$ cat src/rtl/multiphase_clk_gen_if.sv
// rtl/multiphase_clk_gen_if.sv - control and phase-enable bundle for multiphase_clk_gen
interface multiphase_clk_gen_if #(
    parameter int NUM_PHASES = 4,
    parameter int DIV_W      = 8
);
    localparam int IDX_W = $clog2(NUM_PHASES);

    logic                  enable;
    logic [DIV_W-1:0]      div_ratio;
    logic [NUM_PHASES-1:0] phase_o;
    logic [IDX_W-1:0]      phase_idx;
    logic                  tick;
    logic                  wrap;

    modport master (
        output enable, div_ratio,
        input  phase_o, phase_idx, tick, wrap
    );

    modport slave (
        input  enable, div_ratio,
        output phase_o, phase_idx, tick, wrap
    );
endinterface

$ cat src/rtl/multiphase_clk_gen.sv
// rtl/multiphase_clk_gen.sv - one-hot multiphase clock-enable generator; PHASE_GAP_EN inserts a dead cycle between phases
module multiphase_clk_gen #(
    parameter int NUM_PHASES = 4,
    parameter int DIV_W      = 8
) (
    input  logic           clock,
    input  logic           reset,
    multiphase_clk_gen_if.slave bus
);
    localparam int IDX_W = $clog2(NUM_PHASES);
    localparam logic [IDX_W-1:0] LAST_IDX = IDX_W'(NUM_PHASES - 1);

    typedef enum logic [1:0] {IDLE, RUN, GAP, PAUSE} state_t;

    state_t           fsm, fsm_d;
    logic [IDX_W-1:0] idx, idx_d;
    logic [DIV_W-1:0] cnt, cnt_d;
    logic [DIV_W-1:0] ratio_q, ratio_d;
    logic [DIV_W-1:0] ratio_in;
    logic [IDX_W-1:0] idx_next;
    logic             tick;
    logic             wrap;

    assign ratio_in = (bus.div_ratio == '0) ? DIV_W'(1) : bus.div_ratio;
    assign idx_next = (idx == LAST_IDX) ? '0 : idx + IDX_W'(1);
    assign tick     = (fsm == RUN) && (cnt == ratio_q - DIV_W'(1));
    assign wrap     = tick && (idx == LAST_IDX);

    assign bus.phase_o   = (fsm == RUN) ? (NUM_PHASES'(1) << idx) : '0;
    assign bus.phase_idx = idx;
    assign bus.tick      = tick;
    assign bus.wrap      = wrap;

    always_ff @(posedge clock) begin
        if (reset) begin
            fsm     <= IDLE;
            idx     <= '0;
            cnt     <= '0;
            ratio_q <= DIV_W'(1);
        end else begin
            fsm     <= fsm_d;
            idx     <= idx_d;
            cnt     <= cnt_d;
            ratio_q <= ratio_d;
        end
    end

    always_comb begin
        fsm_d   = fsm;
        idx_d   = idx;
        cnt_d   = cnt;
        ratio_d = ratio_q;
        case (fsm)
            IDLE: begin
                if (bus.enable) begin
                    fsm_d   = RUN;
                    idx_d   = '0;
                    cnt_d   = '0;
                    ratio_d = ratio_in;
                end
            end
            RUN: begin
                if (!bus.enable) begin
                    fsm_d = PAUSE;
                end else if (tick) begin
                    cnt_d = '0;
                    idx_d = idx_next;
                    // Ratio only changes at a period boundary so slots within a period match.
                    if (wrap) begin
                        ratio_d = ratio_in;
                    end
`ifdef PHASE_GAP_EN
                    fsm_d = GAP;
`endif
                end else begin
                    cnt_d = cnt + DIV_W'(1);
                end
            end
            GAP: begin
                fsm_d = bus.enable ? RUN : PAUSE;
            end
            PAUSE: begin
                if (bus.enable) begin
                    fsm_d = RUN;
                end
            end
            default: begin
                fsm_d = IDLE;
            end
        endcase
    end
endmodule
$ cat src/flat_wrapper.sv
// flat-port wrapper written by rule: the top's interface ports become plain ports
module multiphase_clk_gen_flat 
#(
    parameter int NUM_PHASES = 4,
    parameter int DIV_W      = 8
)
  (clock, reset, bus_enable, bus_div_ratio, bus_phase_o, bus_phase_idx, bus_tick, bus_wrap);
  multiphase_clk_gen_if #(.NUM_PHASES(NUM_PHASES), .DIV_W(DIV_W)) bus_i ();
  input  logic clock;
  input  logic reset;
  input wire logic [$bits(bus_i.enable)-1:0] bus_enable;
  input wire logic [$bits(bus_i.div_ratio)-1:0] bus_div_ratio;
  output wire logic [$bits(bus_i.phase_o)-1:0] bus_phase_o;
  output wire logic [$bits(bus_i.phase_idx)-1:0] bus_phase_idx;
  output wire logic [$bits(bus_i.tick)-1:0] bus_tick;
  output wire logic [$bits(bus_i.wrap)-1:0] bus_wrap;
  assign bus_i.enable = bus_enable;
  assign bus_i.div_ratio = bus_div_ratio;
  assign bus_phase_o = bus_i.phase_o;
  assign bus_phase_idx = bus_i.phase_idx;
  assign bus_tick = bus_i.tick;
  assign bus_wrap = bus_i.wrap;
  multiphase_clk_gen #(.NUM_PHASES(NUM_PHASES), .DIV_W(DIV_W)) u_core (.clock(clock), .reset(reset), .bus(bus_i));
endmodule
$ cat config.mk
export PLATFORM = sky130hd
export DESIGN_NAME = multiphase_clk_gen_flat
export DESIGN_NICKNAME = d
export VERILOG_FILES = /design/src/rtl/multiphase_clk_gen_if.sv /design/src/rtl/multiphase_clk_gen.sv /design/src/flat_wrapper.sv
export SDC_FILE = /design/constraint.sdc
export NUM_CORES = 1
export LEC_CHECK = 0
export BUFFER_PORTS_ARGS = -buffer_cell sky130_fd_sc_hd__buf_4
export CAP_MARGIN = 40
export CORE_MARGIN = 4
export CORE_UTILIZATION = 25
export CTS_CLUSTER_DIAMETER = 40
export DETAILED_ROUTE_END_ITERATION = 12
export PLACE_DENSITY = 0.52
export SETUP_SLACK_MARGIN = 0.3
export SLEW_MARGIN = 5
export SYNTH_ARGS = -nofsm -noshare
export SYNTH_HDL_FRONTEND = slang
export SYNTH_SLANG_ARGS = --single-unit
$ cat constraint.sdc
create_clock -name clock -period 4.8 [get_ports clock]
set_clock_uncertainty 0.2 [all_clocks]
set_input_delay 0.72 -clock clock [delete_from_list [all_inputs] [get_ports clock]]
set_output_delay 0.72 -clock clock [all_outputs]
set_load 0.05 [all_outputs]
; Word level (Yosys, flattened, before mapping)
; Cells that the tools add are included.
[word_totals]
ff_bits = 20
in_bits = 11
output_inout_bits = 8
word_cells = 49
[classes]
addsub = 3
eq_ne = 11
n_shift = 1
n_mux = 20
reduce_logical = 10
[ops]
columns = operator, count
row1 = 2-to-1 mux 8 bit, 8
row2 = one-hot mux 8 bit (2 select lines), 2
row3 = 2-to-1 mux 2 bit, 7
row4 = adder 8 x 1 -> 8 bit (second input constant), 1
row5 = equality test 8 bit, 1
row6 = zero test 8 bit, 1
row7 = != test 2 bit (second input constant), 4
row8 = subtractor 8 x 1 -> 8 bit (second input constant), 1
row9 = equality test 2 bit (second input constant), 3
row10 = one-hot mux 2 bit (3 select lines), 1
row11 = AND reduction 5 bit, 1
row12 = 2-to-1 mux 4 bit, 1
row13 = != test 2 x 1 -> 1 bit (second input constant), 2
row14 = one-hot mux 2 bit (2 select lines), 1
row15 = AND reduction 4 bit, 1
row16 = left shift 1 x 2 -> 4 bit (first input constant), 1
row17 = AND reduction 3 bit, 1
row18 = adder 2 x 1 -> 2 bit (second input constant), 1
row19 = equality test 2 x 1 -> 1 bit (second input constant), 1
row20 = logical AND 1 bit, 2
row21 = zero test 2 bit, 1
row22 = AND reduction 2 bit, 1
row23 = nonzero test 2 bit, 1
row24 = OR reduction 2 bit, 1

; Depth between registers and ports, before layout
; Gate-level depths: netlist of run 1.
[depth]
depth_word = 8
depth_mapped = 11
ltp_nobuf = 8

; Least setup slack after synthesis of run 1
; OpenSTA, ideal clock, no wires.
[synth_path]
kind = register to output
startpoint = register u_core.ratio_q[0]
endpoint = output port bus_wrap
arrival_time_ps = 2925
required_time_ps = 3880
setup_slack_ps = 955
path_stages_with_launch = 11
path_buffers = 3
cell_sequence = dfxtp_1 inv_1 ha_1 buf_2 nor2b_1 or3_1 a31oi_1 o211ai_2 buf_6 buf_6 nor3_1
[synth_between]
elab_chain_cells = 4
[synth_rtl]
columns = item, line
row1 = start: declaration, multiphase_clk_gen.sv:18  ; logic [DIV_W-1:0] ratio_q, ratio_d;
row2 = start signal: assignment, multiphase_clk_gen.sv:44  ; ratio_q <= ratio_d;
row3 = subtractor 8 x 1 -> 8 bit, multiphase_clk_gen.sv:26  ; assign tick = (fsm == RUN) && (cnt == ratio_q - DIV_W'(1));
row4 = equality test 8 bit, multiphase_clk_gen.sv:26
row5 = logical AND 1 bit, multiphase_clk_gen.sv:26
row6 = logical AND 1 bit, multiphase_clk_gen.sv:27  ; assign wrap = tick && (idx == LAST_IDX);
row7 = end: declaration, flat_wrapper.sv:16  ; output wire logic [$bits(bus_i.wrap)-1:0] bus_wrap;
; Every way passes these cells.

; Worst setup path after layout of run 1
; Same ends and word-level chain as after synthesis.

==> results of run 1 <==
==> registers in the layout, summed over array words and instances, names as in the netlist <==
signal and cells:
u_core.fsm 2, u_core.cnt 8, u_core.bus.phase_idx 2, u_core.ratio_q 8
==> area by class of cell <==
type / count / share of cell area
inverters: 8 / 0.0179
clock buffers: 4 / 0.0328
well taps: 72 / 0.0537
repair buffers: 19 / 0.0850
flip-flops and latches: 20 / 0.239
multi-input cells: 141 / 0.572
==> cells by family (layout without fill, tap and decap cells) <==
group	Yosys count	count (layout)
compound gates	28	28
xor+xnor	8	8
fa+ha+maj	9	9
buf+inv	18	31
flops	20	20
mux	8	8
simple gates	88	88
==> tightest hold or removal path: stages (launching register included) <==
cell and delay, ps:
dfxtp_1 320, nand2b_1 70, mux2i_1 60
==> cells in the final DEF, fill, tap and decap left out, types with 2 or more instances in the layout <==
cell      netlist  final
buf_4           0     19
nor2_1         11     11
or3_1           3      3
inv_1           8      8
nor2b_1         3      3
ha_1            9      9
clkbuf_8        0      4
nor3_1          6      6
a31oi_1        11     11
a21oi_1         3      3
nand2b_1       14     14
nand2_1        18     18
xor2_1          4      4
nand4_1         4      4
xnor2_1         4      4
nand4b_1        4      4
o21ai_0         4      4
and2_1          4      4
nand3b_1        2      2
or2_2           2      2
nand3_1         9      9
dfxtp_1        20     20
mux2i_1         8      8
==> report_power, final <==
group          switching [mW]  leakage (nW)  internal [mW]
Sequential             0.0189         0.163          0.181
Combinational           0.126         0.443         0.0777
Clock                  0.0572        0.0288         0.0730
==> worst max path at each step <==
stage          slack [ps]        to  depth (start not counted)              start
6_report             1200  bus_wrap                          8  u_core.ratio_q[0]
5_1_grt               930  bus_wrap                          8  u_core.ratio_q[0]
4_1_cts              1180  bus_wrap                          8  u_core.ratio_q[0]
3_5_place_dp         1470  bus_wrap                          8  u_core.ratio_q[0]
3_3_place_gp         1540  bus_wrap                          8  u_core.ratio_q[0]
2_1_floorplan         950  bus_wrap                         10  u_core.ratio_q[0]
==> per-layer routing <==
metal | GRT usage | vias to the layer above
met2 | 0.131 | 12
met3 | 0.0178 | 4
met1 | 0.117 | 559
met5 | 0 | -
met4 | 0.0307 | 0
li1 | - | 650
==> results.rst, run 1 <==
.. list-table::
   :header-rows: 1

   * - Metric
     - Value
   * - Leakage power figure
     - 0.634 nW
   * - Finished layout cell area
     - 1680 um2
   * - Clock tree buffer depth
     - 2
   * - Adder-cell share of the synthesized area
     - 0.0779
   * - Met2 routed WL
     - 1340 um
   * - Die X
     - 84.0 um
   * - Port Buffers
     - 18
   * - Setup repair after global routing missed its margin
     - false
   * - Tmin final
     - 3600 ps
   * - Slew headroom
     - 0.450
   * - TritonCTS clock tree
     - built
   * - Number of buffers created by CTS
     - 3
   * - Fraction of the yosys area taken by sequential cells
     - 0.277
   * - Violation count after the first detailed-route iteration
     - 71
   * - Capturing point of the worst reg2reg path
     - u_core.ratio_q[0]
   * - Hold/Removal Path Class
     - reg -> reg
   * - Overflow after GRT
     - 0
   * - Max Cap Viol
     - 0
   * - Total I/O pin count
     - 19
   * - Area of all sequential standard cells
     - 400 um2
   * - Run status
     - complete, no violations
   * - Number of endpoints with negative hold slack in the final report
     - 0
   * - Clock transition time at the flip-flop clock pins of the worst setup and hold paths
     - 80 ps
   * - Area of combinational cells with multiple inputs
     - 960 um2
   * - Maximum level of the CTS H-tree
     - 1
   * - Share of the core filled with cells in the final layout
     - 0.303
   * - Library cell with the largest summed area after synthesis
     - dfxtp_1
   * - Drt pass-1 iters
     - 4
   * - Final Total Pwr
     - 0.534 mW
   * - Layout net count
     - 213
   * - Routed wire length on met3
     - 53 um
   * - Core footprint
     - 5540 um2
   * - Largest net degree at the start of global routing
     - 29
   * - Category of the most critical setup path
     - reg -> out
   * - Pwr Density
     - 318 nW/um2
   * - Number of flops mapped to enable cells by yosys
     - 0
   * - Max IR drop VDD
     - 0.113 mV
   * - DRC violation count after routing
     - 0
   * - Final max-slew violation count
     - 0
   * - Synth Area in Simple Gates
     - 0.342
   * - Clk sink count
     - 20
   * - Drt total wl
     - 2900 um
   * - Overall global routing resource usage
     - 0.0853
   * - Number of rows created at floorplan
     - 27
   * - Endpoint required time on the critical path
     - 3880 ps
   * - Master cell of the clock root buffer
     - clkbuf_8
   * - Share of synthesized flip-flops with an asynchronous set or reset
     - 0
   * - Final worst-path setup slack
     - 1200 ps
   * - Worst hold path endpoint
     - u_core.ratio_q[7]
   * - Share of cell area taken by muxes after synthesis
     - 0.0554
   * - Synth top area share
     - 0.277
   * - Hold wc startpoint
     - u_core.ratio_q[7]
   * - Vias per Instance
     - 4.64
   * - Worst reg2reg startpoint
     - u_core.ratio_q[0]
   * - Max Clock Freq
     - 278 MHz
   * - Worst path arrival time
     - 2680 ps
   * - Initial cell density of the core
     - 0.261
   * - Critical path's largest stage delay
     - 450 ps
   * - Non-filler cells, final
     - 264
   * - Detailed-route wire length per cell
     - 11.0 um
   * - Crit-path leading delay family
     - simple AND/OR/NAND/NOR gates
   * - Number of buffer and inverter stages on the critical path
     - 2
   * - Post-Place Setup Slack
     - 1470 ps
   * - Cell area after placement
     - 1620 um2
   * - Hpwl dp
     - 2150 um
   * - Element type at the critical path end
     - output port
   * - Syn_area_per_cell
     - 8.07 um2
   * - Top FF cell, synth
     - dfxtp_1
   * - Vertical die dimension
     - 84.0 um
   * - Synthesis-to-layout area growth
     - 16.1%
   * - Clock insertion delay at the later pin of the skew report
     - 260 ps
   * - Share of post-route cells with drive strength above 1
     - 0.172
   * - Post-CTS setup-driven buffer insertion count
     - 0
   * - Count of different cell masters after synthesis
     - 42
   * - Antenna violations before repair
     - 0
   * - Number of nets in the synthesized netlist
     - 199
   * - Post-synthesis register bit count
     - 20
   * - CP startpoint kind
     - flip-flop
   * - Most instantiated library cell after synthesis
     - dfxtp_1
   * - GP Congestion
     - 0.780
   * - Critical path fanouts, max
     - 21
   * - Setup violation total in the final timing report
     - 0
   * - Post-Synth XOR/XNOR Area
     - 0.0485
   * - Remaining number of nets flagged by the antenna check after routing
     - 0
   * - Cell Area, Synth
     - 1450 um2
   * - Antenna diode count
     - 0
   * - Number of warning messages in the yosys log
     - 0
   * - Combinational family with the most area after synthesis
     - simple AND/OR/NAND/NOR gates
   * - Via count of the first global-routing pass
     - 1,088
   * - Worst-Margin Slew
     - 823 ps
   * - Hold buffer count at cts
     - 0
   * - Number of filler instances in the final layout
     - 599
   * - Compound-cell area share of the yosys netlist
     - 0.140
   * - Cell count after placement
     - 260
   * - Final period utilization
     - 0.750
   * - Top routing layer used
     - met4
   * - Count of cells along the worst register-to-register path
     - 8
   * - Via count
     - 1,225
   * - Hold Path Stages
     - 2
   * - Top cells by area, synth
     - dfxtp_1, ha_1, nand2b_1
   * - Top cell types by occurrence after synthesis
     - dfxtp_1, nand2_1, nand2b_1
   * - Die outline area
     - 7060 um2
   * - Quantity of gates resized following cts
     - 0
   * - Global-route wire length before repair
     - 5010 um
   * - Post-Route Hold Slack
     - 290 ps
   * - Summed negative setup slack over all endpoints
     - 0 ps
   * - Cells along the critical path
     - inv_1, ha_1, nor2b_1, or3_1, a31oi_1, o211ai_2, nor3_1, buf_4
   * - Cell at the slowest stage of the critical path
     - dfxtp_1
   * - Gate count of the mapped netlist
     - 179
   * - Length of routed wiring on met1
     - 1450 um
   * - Setup slack of the worst register-to-register path
     - 1900 ps
No activity file was read; power rests on OpenSTA's default activity.
==> inputs of run 2 (changes only) <==
clock period = 3.75 ns   (was 4.8 ns; I/O delays follow)
==> run 2 against run 1 <==
  * Final cell count is 0.38% higher
  * Count of clock-buffer cells in the layout is 1 lower
  * Critical endpoint unchanged
  * Critical path depth stayed put
  * Die area stayed put
  * Sequential power is 28% higher
==> results.rst, run 2 (same netlist as run 1, synthesis figures left out) <==
.. list-table::
   :header-rows: 1

   * - Metric
     - Value
   * - Leakage power figure
     - 0.646 nW (+1.8%)
   * - Drt pass-1 iters
     - 5 (+1)
   * - Port Buffers
     - 18 (unchanged)
   * - Summed negative setup slack over all endpoints
     - 0 ps (unchanged)
   * - Drt total wl
     - 3200 um (+11%)
   * - Clk sink count
     - 20 (unchanged)
   * - Quantity of gates resized following cts
     - 0 (unchanged)
   * - Hold/Removal Path Class
     - reg -> reg
   * - Hold buffer count at cts
     - 0 (unchanged)
   * - Core footprint
     - 5540 um2 (unchanged)
   * - Run status
     - complete, no violations
   * - Slew headroom
     - 0.672 (+0.222)
   * - Setup repair after global routing missed its margin
     - false
   * - Overall global routing resource usage
     - 0.0961 (+0.0108)
   * - Layout net count
     - 214 (+0.47%)
   * - Biggest registers after layout
     - u_core.cnt x8, u_core.ratio_q x8
   * - Final max-slew violation count
     - 0 (unchanged)
   * - Number of buffers created by CTS
     - 3 (unchanged)
   * - Violation count after the first detailed-route iteration
     - 60 (-15%)
   * - Worst path arrival time
     - 2320 ps (-360 ps)
   * - Via count of the first global-routing pass
     - 1,178 (+8.3%)
   * - Share of the core filled with cells in the final layout
     - 0.308 (+0.00519)
   * - TritonCTS clock tree
     - built
   * - Most frequent cells in the layout
     - buf_4, dfxtp_1, nand2_1, nand2b_1
   * - Worst-Margin Slew
     - 492 ps (-331 ps)
   * - Final period utilization
     - 0.823
   * - Die outline area
     - 7060 um2 (unchanged)
   * - Global-route wire length before repair
     - 5590 um (+12%)
   * - Critical path fanouts, max
     - 8 (-62%)
   * - Category of the most critical setup path
     - reg -> out
   * - Antenna diode count
     - 0 (unchanged)
   * - Endpoint required time on the critical path
     - 2990 ps (-890 ps)
   * - Synthesis-to-layout area growth
     - 18.1%
   * - Max Clock Freq
     - 324 MHz
   * - Post-CTS setup-driven buffer insertion count
     - 0 (unchanged)
   * - Post-Route Hold Slack
     - 296 ps (+5.81 ps)
   * - Max IR drop VDD
     - 0.142 mV (+26%)
   * - Total I/O pin count
     - 19 (unchanged)
   * - Overflow after GRT
     - 0 (unchanged)
   * - Setup violation total in the final timing report
     - 0 (unchanged)
   * - GP Congestion
     - 0.774 (-0.82%)
   * - Final worst-path setup slack
     - 665 ps (-534 ps)
   * - Tmin final
     - 3080 ps
   * - Clock insertion delay at the later pin of the skew report
     - 270 ps (about the same)
   * - Largest net degree at the start of global routing
     - 29 (unchanged)
   * - Maximum level of the CTS H-tree
     - 1 (unchanged)
   * - Via count
     - 1,254 (+2.4%)
   * - Hold Path Stages
     - 2 (unchanged)
   * - Vias per Instance
     - 4.73 (+2.0%)
   * - Element type at the critical path end
     - output port
   * - Die X
     - 84.0 um (unchanged)
   * - Post-Place Setup Slack
     - 974 ps (-495 ps)
   * - Number of endpoints with negative hold slack in the final report
     - 0 (unchanged)
   * - Clock tree buffer depth
     - 2 (unchanged)
   * - Pwr Density
     - 444 nW/um2 (+39%)
   * - Remaining number of nets flagged by the antenna check after routing
     - 0 (unchanged)
   * - Count of cells along the worst register-to-register path
     - 9 (+1)
   * - Max Cap Viol
     - 0 (unchanged)
   * - Detailed-route wire length per cell
     - 12.1 um (+10%)
   * - Hpwl dp
     - 2290 um (+6.4%)
   * - Clock transition time at the flip-flop clock pins of the worst setup and hold paths
     - 80 ps (about the same)
   * - Initial cell density of the core
     - 0.261 (unchanged)
   * - Antenna violations before repair
     - 0 (unchanged)
   * - Number of rows created at floorplan
     - 27 (unchanged)
   * - Master cell of the clock root buffer
     - clkbuf_8
   * - DRC violation count after routing
     - 0 (unchanged)
   * - Vertical die dimension
     - 84.0 um (unchanged)
   * - Share of post-route cells with drive strength above 1
     - 0.181 (+0.00947)
   * - CP startpoint kind
     - flip-flop
## run 2: changes by cell type in the layout (fill, tap and decap cells not counted), sizes merged
cell,before,now
buf,19,20
bufinv,0,1
clkbuf,4,3
## run 2: cell type report
cell class              count  area [um2]
fillers                   593        3830
multi-input cells         141         965
flip-flops and latches     20         400
repair buffers             20         150
well taps                  72        90.1
clock buffers               3        41.3
clock inverters             1        30.0
inverters                   8        30.0
## run 2: final timing paths
path	to	startpoint	slack, ps
min reg2reg	u_core.ratio_q[7]	u_core.ratio_q[7]	300
min	u_core.ratio_q[7]	u_core.ratio_q[7]	300
max reg2reg	u_core.ratio_q[2]	u_core.ratio_q[0]	950
max	bus_wrap	u_core.ratio_q[0]	670
## run 2: per-stage QoR
step | instance area [um2] | std cells | power [mW]
after floorplan | 1450 | 179 | 0.491
after global placement | 1640 | 261 | 0.540
after detailed placement | 1640 | 261 | 0.540
after CTS | 1710 | 265 | 0.769
after global routing | 1710 | 265 | 0.804
final | 1710 | 265 | 0.757
## run 2: critical path: stages (launching register included)
cell      delay [ps]
dfxtp_1          440
inv_1             70
ha_1             290
nor2b_1          160
or3_1            350
a31oi_1          230
o211ai_2         170
nor3_2           130
buf_4            220
## run 2: where the power goes
part           switching (mW)  total (mW)  leakage, nW  internal [mW]
clock network          0.0811       0.224       0.0357          0.143
logic                   0.170       0.277        0.447          0.107
registers              0.0244       0.256        0.163          0.232
## run 2: routing by layer
metal / part of all wire / vias up / wire length [um] / global-route usage
li1: - / 656 / - / -
met1: 0.50 / 573 / 1600 / 0.124
met2: 0.45 / 20 / 1440 / 0.159
met3: 0.033 / 5 / 107 / 0.0158
met4: 0.015 / 0 / 48 / 0.0351
met5: 0 / - / 0 / 0
==> inputs of run 3 (changes only) <==
ABC_AREA = 1   (was not set)
PLACE_DENSITY = 0.54   (was 0.52)
clock period = 2.6 ns   (was 3.75 ns; I/O delays follow)
==> run 3 against run 2 <==
  * Synthesized area down 2.3%
  * Critical endpoint is now bus_tick
  * Utilization up 2.8 points
  * Setup slack worse by 480 ps
  * Final cell count up 22%
  * Sequential cell count unchanged
  * Power up 67%
==> results.rst, run 3 <==
.. list-table::
   :header-rows: 1

   * - Metric
     - Value
   * - Run status
     - complete, no violations
   * - Top routing layer used
     - met4
   * - Top cells by area, synth
     - dfxtp_1, nand2_1, nand3_1
   * - Fraction of the yosys area taken by sequential cells
     - 0.283 (+0.00638)
   * - Setup slack of the worst register-to-register path
     - 360 ps (-590 ps)
   * - Top FF cell, synth
     - dfxtp_1
   * - Length of routed wiring on met1
     - 1780 um (+11%)
   * - Worst hold path endpoint
     - u_core.bus.phase_idx[1]
   * - Worst-Margin Slew
     - 648 ps (+155 ps)
   * - Via count of the first global-routing pass
     - 1,364 (+16%)
   * - Synth top area share
     - 0.283 (+0.00638)
   * - Number of flops mapped to enable cells by yosys
     - 0 (unchanged)
   * - Worst reg2reg startpoint
     - u_core.ratio_q[0]
   * - Worst path arrival time
     - 1820 ps (-500 ps)
   * - Final period utilization
     - 0.927
   * - Share of cell area taken by muxes after synthesis
     - 0 (-0.0554)
   * - Share of synthesized flip-flops with an asynchronous set or reset
     - 0 (unchanged)
   * - Remaining number of nets flagged by the antenna check after routing
     - 0 (unchanged)
   * - Endpoint required time on the critical path
     - 2010 ps (-980 ps)
   * - Clock transition time at the flip-flop clock pins of the worst setup and hold paths
     - 80 ps (about the same)
   * - Combinational family with the most area after synthesis
     - simple AND/OR/NAND/NOR gates
   * - Met2 routed WL
     - 1690 um (+17%)
   * - Critical path startpoint
     - u_core.ratio_q[0]
   * - Core footprint
     - 5510 um2 (-0.61%)
   * - Commonest non-fill, non-tap cell in the layout
     - nand2_1
   * - TritonCTS clock tree
     - built
   * - Final max-slew violation count
     - 0 (unchanged)
   * - Number of rows created at floorplan
     - 27 (unchanged)
   * - Detailed-route wire length per cell
     - 11.2 um (-7.1%)
   * - Drt pass-1 iters
     - 4 (-1)
   * - CP startpoint kind
     - flip-flop
   * - Setup violation total in the final timing report
     - 0 (unchanged)
   * - Biggest registers after layout
     - u_core.cnt x8, u_core.ratio_q x8
   * - Top cell types by occurrence after synthesis
     - nand2_1, inv_1, nand3_1
   * - Global-route wire length before repair
     - 6270 um (+12%)
   * - Overflow after GRT
     - 0 (unchanged)
   * - Drt total wl
     - 3630 um (+14%)
   * - Number of endpoints with negative hold slack in the final report
     - 0 (unchanged)
   * - Summed negative setup slack over all endpoints
     - 0 ps (unchanged)
   * - DRC violation count after routing
     - 0 (unchanged)
   * - Compound-cell area share of the yosys netlist
     - 0.0939 (-0.0464)
   * - Category of the most critical setup path
     - reg -> out
   * - Hold/Removal Path Class
     - in -> reg
   * - Antenna violations before repair
     - 0 (unchanged)
   * - Largest net degree at the start of global routing
     - 21 (-28%)
   * - Number of warning messages in the yosys log
     - 0 (unchanged)
   * - Non-filler cells, final
     - 324 (+22%)
   * - Count of cells along the worst register-to-register path
     - 17 (+8)
   * - Most frequent cells in the layout
     - nand2_1, inv_1, nand3_1, buf_4, dfxtp_1
   * - Cell Area, Synth
     - 1410 um2 (-2.3%)
   * - Final worst-path setup slack
     - 189 ps (-477 ps)
   * - Hold buffer count at cts
     - 0 (unchanged)
   * - Layout net count
     - 273 (+28%)
   * - Setup repair after global routing missed its margin
     - true
   * - Gate count of the mapped netlist
     - 222 (+24%)
   * - Max Cap Viol
     - 0 (unchanged)
   * - Adder-cell share of the synthesized area
     - 0.0797 (+0.00179)
   * - Routed wire length on met3
     - 103 um (-3.7%)
   * - GP Congestion
     - 0.810 (+4.7%)
   * - Hold wc startpoint
     - reset
   * - Most instantiated library cell after synthesis
     - nand2_1
   * - Maximum level of the CTS H-tree
     - 1 (unchanged)
   * - Cell count after placement
     - 309 (+18%)
   * - Critical path fanouts, max
     - 3 (-5)
   * - Synth Area in Simple Gates
     - 0.369 (+0.0274)
   * - Die X
     - 83.2 um (-1.0%)
   * - Library cell with the largest summed area after synthesis
     - dfxtp_1
   * - Element type at the critical path end
     - output port
   * - Share of post-route cells with drive strength above 1
     - 0.226 (+0.0448)
   * - Synthesis-to-layout area growth
     - 31.1%
   * - Via count
     - 1,438 (+15%)
   * - Share of the core filled with cells in the final layout
     - 0.336 (+0.0282)
   * - Initial cell density of the core
     - 0.257 (-0.00431)
   * - Number of buffers created by CTS
     - 3 (unchanged)
   * - Slew headroom
     - 0.568 (-0.104)
   * - Post-synthesis register bit count
     - 20 (unchanged)
   * - Clock tree buffer depth
     - 2 (unchanged)
   * - Vertical die dimension
     - 83.2 um (-1.0%)
   * - Number of filler instances in the final layout
     - 583 (-1.7%)
   * - Number of nets in the synthesized netlist
     - 242 (+22%)
   * - Max Clock Freq
     - 415 MHz
   * - Master cell of the clock root buffer
     - clkbuf_8
   * - Overall global routing resource usage
     - 0.107 (+0.0111)
   * - Capturing point of the worst reg2reg path
     - u_core.cnt[3]
   * - Max IR drop VDD
     - 0.266 mV (+87%)
   * - Violation count after the first detailed-route iteration
     - 51 (-15%)
   * - Antenna diode count
     - 0 (unchanged)
   * - Hold Path Stages
     - 2 (unchanged)
   * - Die outline area
     - 6920 um2 (-2.0%)
   * - Total I/O pin count
     - 19 (unchanged)
   * - Post-Synth XOR/XNOR Area
     - 0.0558 (+0.00732)
   * - Port Buffers
     - 18 (unchanged)
   * - Syn_area_per_cell
     - 6.36 um2 (-21%)
   * - Clk sink count
     - 20 (unchanged)
   * - Tmin final
     - 2410 ps
   * - Final Total Pwr
     - 1.27 mW (+67%)
   * - Post-Place Setup Slack
     - 200 ps (-774 ps)
   * - Count of different cell masters after synthesis
     - 27 (-36%)
   * - Vias per Instance
     - 4.44 (-6.2%)
   * - Pwr Density
     - 684 nW/um2 (+54%)
   * - Leakage power figure
     - 0.853 nW (+32%)
   * - Hpwl dp
     - 2590 um (+13%)
   * - Clock insertion delay at the later pin of the skew report
     - 260 ps (about the same)
==> run 3: changes by cell type in the layout (fill, tap and decap cells not counted), sizes merged, moves of 8 or more <==
| cell | change |
|---|---|
| nand3 | +20 |
| mux2i | -8 |
| nor2 | +13 |
| inv | +28 |
| a21oi | +15 |
| a31oi | -11 |
| nand2 | +37 |
| buf | +11 |
| nand2b | -14 |
==> run 3: where the power goes <==
part	leakage (nW)	switching [mW]	total [mW]	internal [mW]
clock	0.0288	0.107	0.242	0.135
combinational	0.661	0.376	0.637	0.261
sequential	0.163	0.0429	0.387	0.344
total	0.853	0.526	1.27	0.740
==> run 3: logic make-up (layout without fill, tap and decap cells) <==
kind of cell | after synthesis | count (layout)
buffers and inverters | 42 | 72
flip-flops | 20 | 20
AO/OA/AOI/OAI | 25 | 25
adder cells (fa/ha/maj) | 9 | 9
AND/OR/NAND/NOR | 117 | 117
XOR/XNOR | 9 | 9
==> run 3: area by class of cell <==
cell class | instances | area, um2 | share of cell area
clock buffer | 4 | 55.1 | 0.0297
inverter | 37 | 141 | 0.0764
multi-input combinational | 160 | 915 | 0.494
sequential | 20 | 403 | 0.218
tap | 72 | 90.1 | 0.0486
timing repair buffer | 31 | 248 | 0.134
==> run 3: routing by layer <==
layer  global-route usage  vias up
li1                     -      762
met4               0.0386        0
met3               0.0169        7
met2                0.176       19
met1                0.141      650
met5                    0        -
==> run 3: through the flow <==
| step | instance area (um2) | hold slack [ps] |
|---|---|---|
| finish | 1850 | 183 |
| global route | 1850 | 190 |
| CTS | 1780 | 188 |
| detailed placement | 1630 | 286 |
| global placement | 1630 | 279 |
| floorplan | 1420 | 257 |
==> run 3: how the worst max path moves through the flow <==
stage and end:
2_1_floorplan bus_wrap, 3_3_place_gp bus_tick, 3_5_place_dp bus_tick, 4_1_cts bus_tick, 5_1_grt bus_tick, 6_report bus_tick
==> run 3: worst max-delay path, cell delays in order (launching register included) <==
cell and delay (ps):
dfxtp_2 360, inv_4 50, ha_4 260, inv_2 30, nand2_1 40, nand2_1 50, nor2_1 70, nand2_1 50
nor2_1 80, nand2_1 90, nor2_4 120, nand2_4 80, nor2_4 120, buf_8 150
==> run 3: what timing repair did <==
action	CTS	global route
setup buffers	8	3
endpoints found under the setup margin	2	6
gates resized for setup	11	13
pin swaps	9	7
